File: src/rtl/datapath_ctrl_fsm.sv
// datapath_ctrl_fsm
// Instruction decoder and Moore sequencer for the 8x16 register-file /
// shifter / ALU datapath. One instruction is executed at a time.
//
// Handshake: s is a start request, w is "ready". An instruction on in_instr
// is accepted on any rising clk edge where s=1 and w=1 (w is high only in
// WAIT). s while w=0 is ignored, so ir stays stable for the whole instruction.
//
// Ports:
//   clk, reset_n         clock, asynchronous active-low reset
//   s, in_instr          start request and instruction word
//   w, err               idle/ready, registered illegal-instruction flag
//   vsel                 one-hot writeback select (0001 mdata, 0010 sximm8,
//                        0100 PC, 1000 C)
//   loada/loadb/loadc/loads/write   datapath strobes
//   asel, bsel           ALU operand selects
//   readnum, writenum    register-file selects
//   shift, ALUop         shifter and ALU op codes
//   sximm8, sximm5       sign-extended ir[7:0] / ir[4:0]
//   dbg_state            current FSM state encoding, for observation only
//
// Optional feature: define DATAPATH_CTRL_HALT_EN to decode opcode 111 as
// HALT (stops until reset). Without it, opcode 111 is illegal.
module datapath_ctrl_fsm #(
  parameter int DATA_W = 16,
  parameter int RSEL_W = 3
) (
  input  logic              clk,
  input  logic              reset_n,
  input  logic              s,
  input  logic [DATA_W-1:0] in_instr,
  output logic              w,
  output logic              err,
  output logic [3:0]        vsel,
  output logic              loada,
  output logic              loadb,
  output logic              loadc,
  output logic              loads,
  output logic              write,
  output logic              asel,
  output logic              bsel,
  output logic [RSEL_W-1:0] readnum,
  output logic [RSEL_W-1:0] writenum,
  output logic [1:0]        shift,
  output logic [1:0]        ALUop,
  output logic [DATA_W-1:0] sximm8,
  output logic [DATA_W-1:0] sximm5,
  output logic [2:0]        dbg_state
);

  typedef enum logic [2:0] {
    S_WAIT   = 3'd0,
    S_DECODE = 3'd1,
    S_WR_IMM = 3'd2,
    S_GET_A  = 3'd3,
    S_GET_B  = 3'd4,
    S_ALU    = 3'd5,
`ifdef DATAPATH_CTRL_HALT_EN
    S_WR_REG = 3'd6,
    S_HALT   = 3'd7
`else
    S_WR_REG = 3'd6
`endif
  } state_e;

  state_e            state_q, state_d;
  logic [DATA_W-1:0] ir_q, ir_d;
  logic              err_q, err_d;

  // Instruction fields
  logic [2:0] opcode, rn, rd, rm;
  logic [1:0] op, sh;
  assign opcode = ir_q[15:13];
  assign op     = ir_q[12:11];
  assign rn     = ir_q[10:8];
  assign rd     = ir_q[7:5];
  assign sh     = ir_q[4:3];
  assign rm     = ir_q[2:0];

  // Instruction classes
  logic is_mov_imm, is_mov_reg, is_alu, is_cmp, is_mvn, is_halt;
  assign is_mov_imm = (opcode == 3'b110) && (op == 2'b10);
  assign is_mov_reg = (opcode == 3'b110) && (op == 2'b00);
  assign is_alu     = (opcode == 3'b101);
  assign is_cmp     = is_alu && (op == 2'b01);
  assign is_mvn     = is_alu && (op == 2'b11);
  assign is_halt    = (opcode == 3'b111);

  always_ff @(posedge clk or negedge reset_n) begin
    if (!reset_n) begin
      state_q <= S_WAIT;
      ir_q    <= '0;
      err_q   <= 1'b0;
    end else begin
      state_q <= state_d;
      ir_q    <= ir_d;
      err_q   <= err_d;
    end
  end

  // Next state, ir/err update, and Moore outputs.
  always_comb begin
    state_d  = state_q;
    ir_d     = ir_q;
    err_d    = err_q;
    w        = 1'b0;
    vsel     = 4'b0001;
    loada    = 1'b0;
    loadb    = 1'b0;
    loadc    = 1'b0;
    loads    = 1'b0;
    write    = 1'b0;
    asel     = 1'b0;
    bsel     = 1'b0;
    readnum  = '0;
    writenum = '0;
    shift    = 2'b00;
    ALUop    = 2'b00;

    case (state_q)
      S_WAIT: begin
        w = 1'b1;
        if (s) begin
          state_d = S_DECODE;
          ir_d    = in_instr;
          err_d   = 1'b0;
        end
      end
      S_DECODE: begin
        if (is_mov_imm)                  state_d = S_WR_IMM;
        else if (is_mov_reg || is_mvn)   state_d = S_GET_B;
        else if (is_alu)                 state_d = S_GET_A;
`ifdef DATAPATH_CTRL_HALT_EN
        else if (is_halt)                state_d = S_HALT;
`endif
        else begin
          state_d = S_WAIT;
          err_d   = 1'b1;
        end
      end
      S_WR_IMM: begin
        vsel     = 4'b0010;
        writenum = RSEL_W'(rn);
        write    = 1'b1;
        state_d  = S_WAIT;
      end
      S_GET_A: begin
        readnum = RSEL_W'(rn);
        loada   = 1'b1;
        state_d = S_GET_B;
      end
      S_GET_B: begin
        readnum = RSEL_W'(rm);
        loadb   = 1'b1;
        state_d = S_ALU;
      end
      S_ALU: begin
        shift = sh;
        ALUop = op;
        // Single-operand forms zero the A input so the ALU passes/inverts B.
        asel  = is_mov_reg || is_mvn;
        if (is_cmp) begin
          loads   = 1'b1;
          state_d = S_WAIT;
        end else begin
          loadc   = 1'b1;
          state_d = S_WR_REG;
        end
      end
      S_WR_REG: begin
        vsel     = 4'b1000;
        writenum = RSEL_W'(rd);
        write    = 1'b1;
        state_d  = S_WAIT;
      end
`ifdef DATAPATH_CTRL_HALT_EN
      S_HALT: state_d = S_HALT;
`endif
      default: state_d = S_WAIT;
    endcase
  end

  // is_halt only steers the FSM when the HALT feature is built in.
  logic unused_halt;
  assign unused_halt = is_halt;

  assign err       = err_q;
  assign sximm8    = {{(DATA_W-8){ir_q[7]}}, ir_q[7:0]};
  assign sximm5    = {{(DATA_W-5){ir_q[4]}}, ir_q[4:0]};
  assign dbg_state = state_q;

endmodule

File: config.mk
export PLATFORM = sky130hd
export DESIGN_NAME = datapath_ctrl_fsm
export DESIGN_NICKNAME = d
export VERILOG_FILES = /design/src/rtl/datapath_ctrl_fsm.sv
export SDC_FILE = /design/constraint.sdc
export NUM_CORES = 1
export LEC_CHECK = 0
export ABC_AREA = 1
export BUFFER_PORTS_ARGS = -buffer_cell sky130_fd_sc_hd__buf_2
export CORE_ASPECT_RATIO = 1.2
export CORE_MARGIN = 2
export CORE_UTILIZATION = 43
export CTS_BUF_LIST = sky130_fd_sc_hd__clkbuf_8 sky130_fd_sc_hd__clkbuf_16
export CTS_CLUSTER_DIAMETER = 200
export DETAILED_ROUTE_END_ITERATION = 6
export PLACE_DENSITY = 0.79
export SLEW_MARGIN = 20
export SYNTH_ARGS = -nofsm -noshare
export SYNTH_HDL_FRONTEND = slang
export SYNTH_SLANG_ARGS = --single-unit
export TNS_END_PERCENT = 100
File: constraint.sdc
create_clock -name clk -period 1.64 [get_ports clk]
set_clock_uncertainty 0.1 [all_clocks]
set_input_delay 0.246 -clock clk [delete_from_list [all_inputs] [get_ports clk]]
set_output_delay 0.246 -clock clk [all_outputs]
set_load 0.01 [all_outputs]
==> flow_summary.toml, run 1 <==
[outcome]
status = "complete, but fails checks"
violations = "setup timing"

[clock_network]
cts_tree = "built"
cts_sinks = 20
clockBufferDepth = 2
clock_latency_ns = 0.25
clk_pin_slew_ns = 0.07
cts_buffers = 3
cts_root_buf = "clkbuf_8"
cts_max_level = 1

[yosys]
syn_inst = 179
ys_seq_elements = 20
netlist.area_leader.share = 0.377
syn_area_um2 = 1330
yosys_warnings = 0
synth.avg_cell_area_um2 = 7.41
yosys.area.top_type = "dfrtp_1"
synthDistinctLibCells = 17
ys_seq_area_frac = 0.377
synth_area_leaders = "dfrtp_1 38%, buf_4 19%, nand2_1 15%"

[finish]
drive_gt1_frac = 0.448
area_delta_synth_final_pct = 25.0
n_antenna_cell = 0
multiInputGateArea_um2 = 522
final_util = 0.553
fin_cells = 266
final_nets = 250
regArea_um2 = 504
fillers = 296

[die]
die_w_um = 54.7
rows = 22
start_util = 0.442
ios = 77
die_y_um = 64.8
die-area_um2 = 3550
core_area_um2 = 3000

[critical_path]
path_max_fanout = 4
slowest_delay_ns = 0.45
cp.arrival_ns = 1.31
worstSetupPathType = "flip-flop to primary output"
path_cells = "buf_4 > nor3_4 > buf_6 > buf_2"
startpoint_type = "flip-flop"
endpoint_kind = "primary output"
worstPathRequired_ns = 1.29
cp_slowest_cell = "dfrtp_2"

[place]
gp_congestion = 0.758
dp_cells = 256
hpwl_mm = 2.08
portBuffers = 74

[global_routing]
grt_start_max_net_pins = 28
grt_pass1_wl_mm = 4.33
grt_pass1_vias = 1058
grt_usage = 0.165
grt_antenna_before_repair = 0
overflow = 0

[route]
via_per_inst = 4.53
first_iter_violations = 27
num_vias = 1204
drtAntennaViolNets = 0
post-route-drc-count = 0
wl_per_cell_um = 10.6
drtPass1Iterations = 4
wl_mm = 2.83

[power_and_ir_drop]
ir_drop_mv = 0.966
p_per_area_nw_per_um2 = 2040
power.leakage_nw = 1.00

[hold_path]
hold_class = "input port to flip-flop"

[timing]
clock.fmax_ghz = 0.605
setup_ws_ns = -0.0117
fin_crit_ns = 1.65
final-max-slew-violation-count = 0
rsz0062_at_grt = "yes"
hold_violations = 0
setup_viol = 2
finalCritPeriodShare = 1.01

[job]
max_cap_violations = 0
[power by group]
group          internal, W  leakage (nW)  switching [W]
clock             0.000213        0.0288       0.000157
combinational     0.000871         0.742        0.00114
sequential        0.000738         0.230       0.000255
total              0.00182          1.00        0.00155
[synthesized netlist by cell type, drive strengths merged]
library cell   n
nand3         11
nand3b         1
a21oi          1
buf           37
nor3           1
nor4           1
nand4          1
conb           1
o21ai          7
dfrtp         20
nor2          16
nand2         53
o21a           9
inv           20
[registers in the layout, indices dropped and copies added (netlist names)]
register / count
dbg_state: 3
err: 1
ir_q: 16
[kinds of logic (layout without fill, tap and decap cells)]
group,Yosys count,count (layout),synth area share
compound gates,17,17,0.0811
buf+inv,57,107,0.269
flops,20,20,0.377
other cells,1,2,0.00283
simple gates,84,84,0.270
[final timing paths]
check,start,end,slack [ns],cells after the start
setup / recovery,dbg_state[1],w,-0.01,4
hold / removal,in_instr[12],ir_q[12],0.1,2
setup reg to reg,dbg_state[1],ir_q[9],0.11,5
hold reg to reg,err,err,0.38,2
max in group asynchronous,reset_n,dbg_state[2],0.71,2
min in group asynchronous,reset_n,ir_q[11],0.39,2
[repair_timing]
| action | CTS | global route |
|---|---|---|
| hold buffers | 1 | 0 |
| endpoints found under the hold margin | 20 | 0 |
| setup buffers | 5 | 0 |
| endpoints found under the setup margin | 12 | 10 |
| pin swaps | 3 | 3 |
| resized for setup | 18 | 7 |
[metrics by stage]
step           hold slack, ns  total power [W]  setup TNS (ns)  worst slack, ns  cell area, um^2
2_1_floorplan          -0.150          0.00253               0         0.000345             1330
3_3_place_gp            0.120          0.00271               0            0.138             1490
3_5_place_dp            0.122          0.00275               0            0.103             1490
4_1_cts                 0.100          0.00334        -0.00746         -0.00746             1630
5_1_grt                 0.103          0.00369          -0.615          -0.0912             1660
6_report               0.0994          0.00338         -0.0208          -0.0117             1660
[routing by layer]
layer	track usage	up-vias	wire length [um]
met5	0	-	0
met4	0.0875	0	27
met3	0.0161	2	142
met2	0.290	35	1530
met1	0.185	551	1120
li1	-	616	-
[area by class of cell]
class,instances,area share
well taps,36,0.0272
flip-flops and latches,20,0.304
inverters,20,0.0453
repair buffers,83,0.275
multi-input cells,103,0.315
clock buffers,4,0.0332
[placed cells by master (no fill, tap or decap)]
master         count
buf_4              6
dfrtp_2            3
nand3_1           10
nor2_1            14
nand3_2            1
dfrtp_1           17
nand4_1            1
o21ai_2            2
dlygate4sd3_1      1
o21a_1             9
nand3b_1           1
buf_12             1
inv_2              4
inv_1             16
o21ai_0            2
nor3_4             1
nand2_2            2
a21oi_1            1
nand2_8            1
nor2_4             2
buf_6              1
o21ai_1            3
clkbuf_8           4
nand2_4            1
buf_2             74
conb_1             2
nor4_1             1
nand2_1           49
[critical path: cells and delay by family (launching register included)]
kind	cells	cell delay, ns
flops	1	0.45
buf+inv	3	0.40
simple gates	1	0.20
Note: power is estimated with default switching activity, not from simulation.
==> run 2, diff against run 1 <==
--- a/config.mk
+++ b/config.mk
@@ -9,11 +9,11 @@
 export BUFFER_PORTS_ARGS = -buffer_cell sky130_fd_sc_hd__buf_2
 export CORE_ASPECT_RATIO = 1.2
 export CORE_MARGIN = 2
-export CORE_UTILIZATION = 43
+export CORE_UTILIZATION = 47
 export CTS_BUF_LIST = sky130_fd_sc_hd__clkbuf_8 sky130_fd_sc_hd__clkbuf_16
 export CTS_CLUSTER_DIAMETER = 200
 export DETAILED_ROUTE_END_ITERATION = 6
-export PLACE_DENSITY = 0.79
+export PLACE_DENSITY = 0.85
 export SLEW_MARGIN = 20
 export SYNTH_ARGS = -nofsm -noshare
 export SYNTH_HDL_FRONTEND = slang
==> constraint.sdc (replaced) <==
create_clock -name clk -period 2 [get_ports clk]
set_clock_uncertainty 0.1 [all_clocks]
set_input_delay 0.3 -clock clk [delete_from_list [all_inputs] [get_ports clk]]
set_output_delay 0.3 -clock clk [all_outputs]
set_load 0.01 [all_outputs]
==> run 2 against run 1 <==
The run now ends clean. Setup slack improved by 0.16 ns. Non-clock buffer count decreased by 7. Design area decreased by 7.2%. Die area decreased by 8.0%. Critical endpoint is now writenum[2]. First-iteration DRC count decreased by 15%. Sequential share of layout area increased by 2.3 points.
==> flow_summary.toml, run 2 (synthesized netlist as in run 1, its figures left out) <==
[die]
die-area_um2 = 3260
start_util = 0.485
die_w_um = 52.5
rows = 21
ios = 77
die_y_um = 62.2
core_area_um2 = 2730

[finish]
top_register = "ir_q"
area_delta_synth_final_pct = 16.0
regArea_um2 = 503
fillers = 281
final_cell_mix = "74 x buf_2, 52 x nand2_1, 20 x inv_1, 18 x dfrtp_1, 15 x nor2_1"
n_antenna_cell = 0
final_nets = 243
largest_register_ffs = 16
drive_gt1_frac = 0.377
fin_cells = 257
final_util = 0.563
layout.cells.most_common = "buf_2"
multiInputGateArea_um2 = 475

[route]
route.met2.wl_mm = 1.49
via_per_inst = 4.74
drtAntennaViolNets = 0
highest_layer = "met4"
first_iter_violations = 23
wl_mm = 2.79
wl_per_cell_um = 10.9
num_vias = 1218
wl_met3_um = 167
post-route-drc-count = 0
met1_length_mm = 1.08
drtPass1Iterations = 4

[clock_network]
cts_root_buf = "clkbuf_8"
cts_sinks = 20
cts_tree = "built"
cts_max_level = 1
cts_buffers = 3
clockBufferDepth = 2
clock_latency_ns = 0.26
clk_pin_slew_ns = 0.08

[power_and_ir_drop]
clockPowerShare = 0.122
power.leakage_nw = 0.952
p_switching_w = 0.00119
switching_share = 0.470
ir_drop_mv = 0.686
p_comb_frac = 0.553
p_int_w = 0.00135
p_per_area_nw_per_um2 = 1650
p_seq_frac = 0.325

[global_routing]
overflow = 0
grt_antenna_before_repair = 0
grt_pass1_wl_mm = 4.54
grt_usage = 0.181
grt_pass1_vias = 1068
grt_start_max_net_pins = 28

[place]
dp_cells = 252
portBuffers = 74
hpwl_mm = 2.12
gp_congestion = 0.860

[outcome]
status = "finished, final reports clean"

[timing]
fin_crit_ns = 1.85
finalCritPeriodShare = 0.923
clock.fmax_ghz = 0.542
final-max-slew-violation-count = 0
setup_viol = 0
rsz0062_at_grt = "yes"
fin_setup_tns_ns = 0
hold_violations = 0

[critical_path]
worstPathRequired_ns = 1.60
worstRegToRegCells = 3
path_max_fanout = 7
slowest_delay_ns = 0.44
cp_num_cells = 7
cp.arrival_ns = 1.45
rrSetupSlack_ns = 0.49
reg2reg_to = "ir_q[3]"
cp_slowest_cell = "dfrtp_2"
worstSetupPathType = "flip-flop to primary output"
endpoint_kind = "primary output"
startpoint_type = "flip-flop"
rr_startpoint = "dbg_state[0]"
path_delay_family = "flip-flops"
worst-path-buf-inv = 3
path_cells = "inv_1 > nor2_2 > nand2_1 > inv_1 > nand2_1 > o21ai_0 > buf_2"

[job]
max_cap_violations = 0

[hold_path]
hp-start = "in_instr[8]"
hold_depth = 2
min_to = "ir_q[8]"
hold_class = "input port to flip-flop"
-- run 2: changes by cell type in the layout (fill, tap and decap cells not counted), moves of 2 or more --
cell,previous run,this run
buf_4,6,1
inv_1,16,20
inv_2,4,0
nand2_1,49,52
nand2_2,2,0
nor2_4,2,0
o21ai_0,2,7
o21ai_1,3,0
o21ai_2,2,0
-- run 2: worst register-to-register path, stage by stage, from the launching register on --
cell and delay (ns):
dfrtp_1 0.47, nor3_4 0.34, nand2_4 0.25, o21a_1 0.24
-- run 2: what timing repair did --
item,4_1_cts,5_1_grt
setup endpoints to repair,0,6
hold endpoints to repair,20,0
buffers inserted,0,0
gates resized for setup,0,3
hold buffers,1,0
-- run 2: worst max path at each step --
stage | start | end | slack [ns]
after floorplan | dbg_state[1] | writenum[0] | 0.31
after global placement | dbg_state[1] | writenum[2] | 0.44
after detailed placement | dbg_state[1] | writenum[2] | 0.31
after CTS | dbg_state[1] | writenum[2] | 0.02
after global routing | dbg_state[1] | writenum[2] | 0.002
final | dbg_state[1] | writenum[2] | 0.15
-- run 2: area by class of cell --
type / count / share of cell area
inverters: 20 / 0.0488
multi-input cells: 103 / 0.309
repair buffers: 76 / 0.252
flip-flops and latches: 20 / 0.327
well taps: 34 / 0.0276
clock buffers: 4 / 0.0358
-- run 2: layer usage --
metal | up-vias | GRT usage
met5 | - | 0
met4 | 0 | 0.0769
met3 | 5 | 0.0168
met2 | 46 | 0.330
met1 | 561 | 0.205
li1 | 606 | -
-- run 2: through the flow --
stage / total power (W) / hold WS, ns / setup WS (ns) / area (um^2)
5_1_grt: 0.00277 / 0.146 / 0.00204 / 1540
3_5_place_dp: 0.00224 / 0.181 / 0.308 / 1470
3_3_place_gp: 0.00220 / 0.174 / 0.441 / 1470
6_report: 0.00254 / 0.147 / 0.153 / 1540
2_1_floorplan: 0.00207 / -0.0956 / 0.306 / 1330
4_1_cts: 0.00256 / 0.147 / 0.0179 / 1530
-- run 2: power by group through the flow --
| stage | Sequential (W) | Combinational, W | Clock [W] |
|---|---|---|---|
| final | 0.000827 | 0.00140 | 0.000311 |
| after floorplan | 0.000816 | 0.00126 | 0 |
| after global routing | 0.000865 | 0.00157 | 0.000335 |
| after global placement | 0.000817 | 0.00138 | 0 |
| after CTS | 0.000822 | 0.00142 | 0.000317 |
| after detailed placement | 0.000829 | 0.00141 | 0 |
==> run 3, diff against run 2 <==
--- a/config.mk
+++ b/config.mk
@@ -5,7 +5,6 @@
 export SDC_FILE = /design/constraint.sdc
 export NUM_CORES = 1
 export LEC_CHECK = 0
-export ABC_AREA = 1
 export BUFFER_PORTS_ARGS = -buffer_cell sky130_fd_sc_hd__buf_2
 export CORE_ASPECT_RATIO = 1.2
 export CORE_MARGIN = 2
==> run 3 against run 2 <==
Sequential power grew 7.9%. Highest routed layer unchanged. Register-to-register slack lost 0.23 ns. Largest cell class is now multi-input combinational cells. Critical path depth shrank 3. Sequential cell count is the same.
==> flow_summary.toml, run 3 <==
[yosys]
synth_area_leaders = "dfrtp_1 38%, buf_4 20%, nand2_1 10%"
synth_ff_type = "dfrtp_1"
syn_area_um2 = 1330
yosys.area_share.adder = 0
synth.avg_cell_area_um2 = 8.77
muxShareOfSynthArea = 0.0652
synth_top_family_by_area = "simple AND/OR/NAND/NOR gates"
yosys.area.top_type = "dfrtp_1"
synth_compound_area_frac = 0.0680
netlist.area_leader.share = 0.378
synthSimpleGateAreaFrac = 0.253
async_flop_share = 1.00
yosys_warnings = 0
ys_seq_elements = 20
ys_seq_area_frac = 0.378
synthDistinctLibCells = 33
synth_common_cells = "37 x nand2_1, 35 x buf_4, 20 x dfrtp_1"
synth_xor_xnor_area_share = 0
synth.most_common_cell = "nand2_1"
syn_inst = 151
synth_edf_count = 0

[critical_path]
worstPathRequired_ns = 1.60
path_max_fanout = 11
startpoint_type = "flip-flop"
cp-startpoint = "dbg_state[1]"
endpoint_kind = "primary output"
cp.arrival_ns = 1.48
worstSetupPathType = "flip-flop to primary output"
rr_startpoint = "dbg_state[1]"

[timing]
fin_setup_tns_ns = 0
rsz0062_at_grt = "no"
final-max-slew-violation-count = 0
finalCritPeriodShare = 0.942
hold_violations = 0
fin_crit_ns = 1.88
setup_viol = 0
clock.fmax_ghz = 0.531

[finish]
drive_gt1_frac = 0.482
final_cell_mix = "74 x buf_2, 37 x nand2_1, 18 x dfrtp_1, 8 x nor2_1"
final_util = 0.572
final_nets = 213
area_delta_synth_final_pct = 18.0
n_antenna_cell = 0
top_register = "ir_q"
fillers = 258
largest_register_ffs = 16
multiInputGateArea_um2 = 533
regArea_um2 = 503
layout.cells.most_common = "buf_2"

[global_routing]
overflow = 0
grt_start_max_net_pins = 21
grt_usage = 0.169
grt_antenna_before_repair = 0
grt_pass1_wl_mm = 4.18
grt_pass1_vias = 875

[route]
drtAntennaViolNets = 0
wl_per_cell_um = 12.7
num_vias = 1109
via_per_inst = 4.89
post-route-drc-count = 0
first_iter_violations = 16
wl_mm = 2.88
drtPass1Iterations = 4

[clock_network]
clockBufferDepth = 2
cts_root_buf = "clkbuf_8"
cts_sinks = 20
cts_buffers = 3
clock_latency_ns = 0.26
cts_tree = "built"
cts_setup_buffers = 0
clk_pin_slew_ns = 0.08
cts_max_level = 1

[outcome]
status = "finished, final reports clean"

[hold_path]
hp-start = "in_instr[15]"
hold_class = "input port to flip-flop"

[place]
portBuffers = 74
gp_congestion = 0.806
hpwl_mm = 2.15

[power_and_ir_drop]
power.leakage_nw = 0.883
p_per_area_nw_per_um2 = 1690
ir_drop_mv = 0.824

[job]
max_cap_violations = 0

[die]
core_area_um2 = 2730
die_y_um = 62.2
ios = 77
die-area_um2 = 3260
start_util = 0.485
rows = 21
die_w_um = 52.5
run 3: report_power, final:
group / internal, W / total, W / switching, W
Clock: 0.000267 / 0.000405 / 0.000138
Combinational: 0.000619 / 0.00135 / 0.000729
Sequential: 0.000606 / 0.000892 / 0.000286
run 3: worst max-delay path, stage by stage, from the launching register on:
cell     delay (ns)
dfrtp_1        0.51
nor2b_2        0.32
nand2_1        0.14
nor2b_1        0.12
buf_2          0.13
run 3: logic make-up after synthesis:
logic type	count (synthesis)
other	1
buffers and inverters	44
muxes	8
and+or+nand+nor	66
DFF	20
AOI/OAI and AO/OA	12
run 3: final timing paths:
kind                                 to  slack (ns)  cells past startpoint
setup / recovery                  loads        0.12                      4
setup reg to reg                    err        0.26                      3
hold / removal                 ir_q[15]        0.13                      3
hold reg to reg                 ir_q[6]        0.42                      2
max in group asynchronous  dbg_state[2]        1.05                      2
min in group asynchronous      ir_q[14]        0.42                      2
run 3: per-stage QoR:
| stage | total power, W | cell area, um^2 | cells | hold WS, ns | worst slack, ns |
|---|---|---|---|---|---|
| after detailed placement | 0.00223 | 1470 | 222 | 0.173 | 0.205 |
| after global placement | 0.00218 | 1470 | 222 | 0.163 | 0.263 |
| after CTS | 0.00265 | 1550 | 227 | 0.125 | 0.0358 |
| after floorplan | 0.00211 | 1330 | 152 | -0.0956 | 0.174 |
| final | 0.00264 | 1560 | 227 | 0.127 | 0.116 |
| after global routing | 0.00285 | 1560 | 227 | 0.136 | 0.00313 |
run 3: routing by layer:
layer / up-vias / global-route usage / share of wire
li1: 542 / - / -
met1: 512 / 0.224 / 0.40
met2: 53 / 0.275 / 0.52
met3: 2 / 0.0313 / 0.083
met4: 0 / 0.0481 / 0.0035
met5: - / 0 / 0
run 3: layout make-up:
class	count	area share
Clock inverter	1	0.0192
Inverter	3	0.00720
Sequential cell	20	0.322
Clock buffer	3	0.0264
Multi-Input combinational cell	88	0.341
Tap cell	34	0.0272
Timing Repair Buffer	78	0.258
run 3: repair_timing:
item                                   in CTS  in global routing
endpoints found under the hold margin      20                  0
resized for setup                           1                  4
setup endpoints to repair                   6                  8
pin swaps                                   0                  0
hold buffers                                1                  0
gates cloned                                0                  0
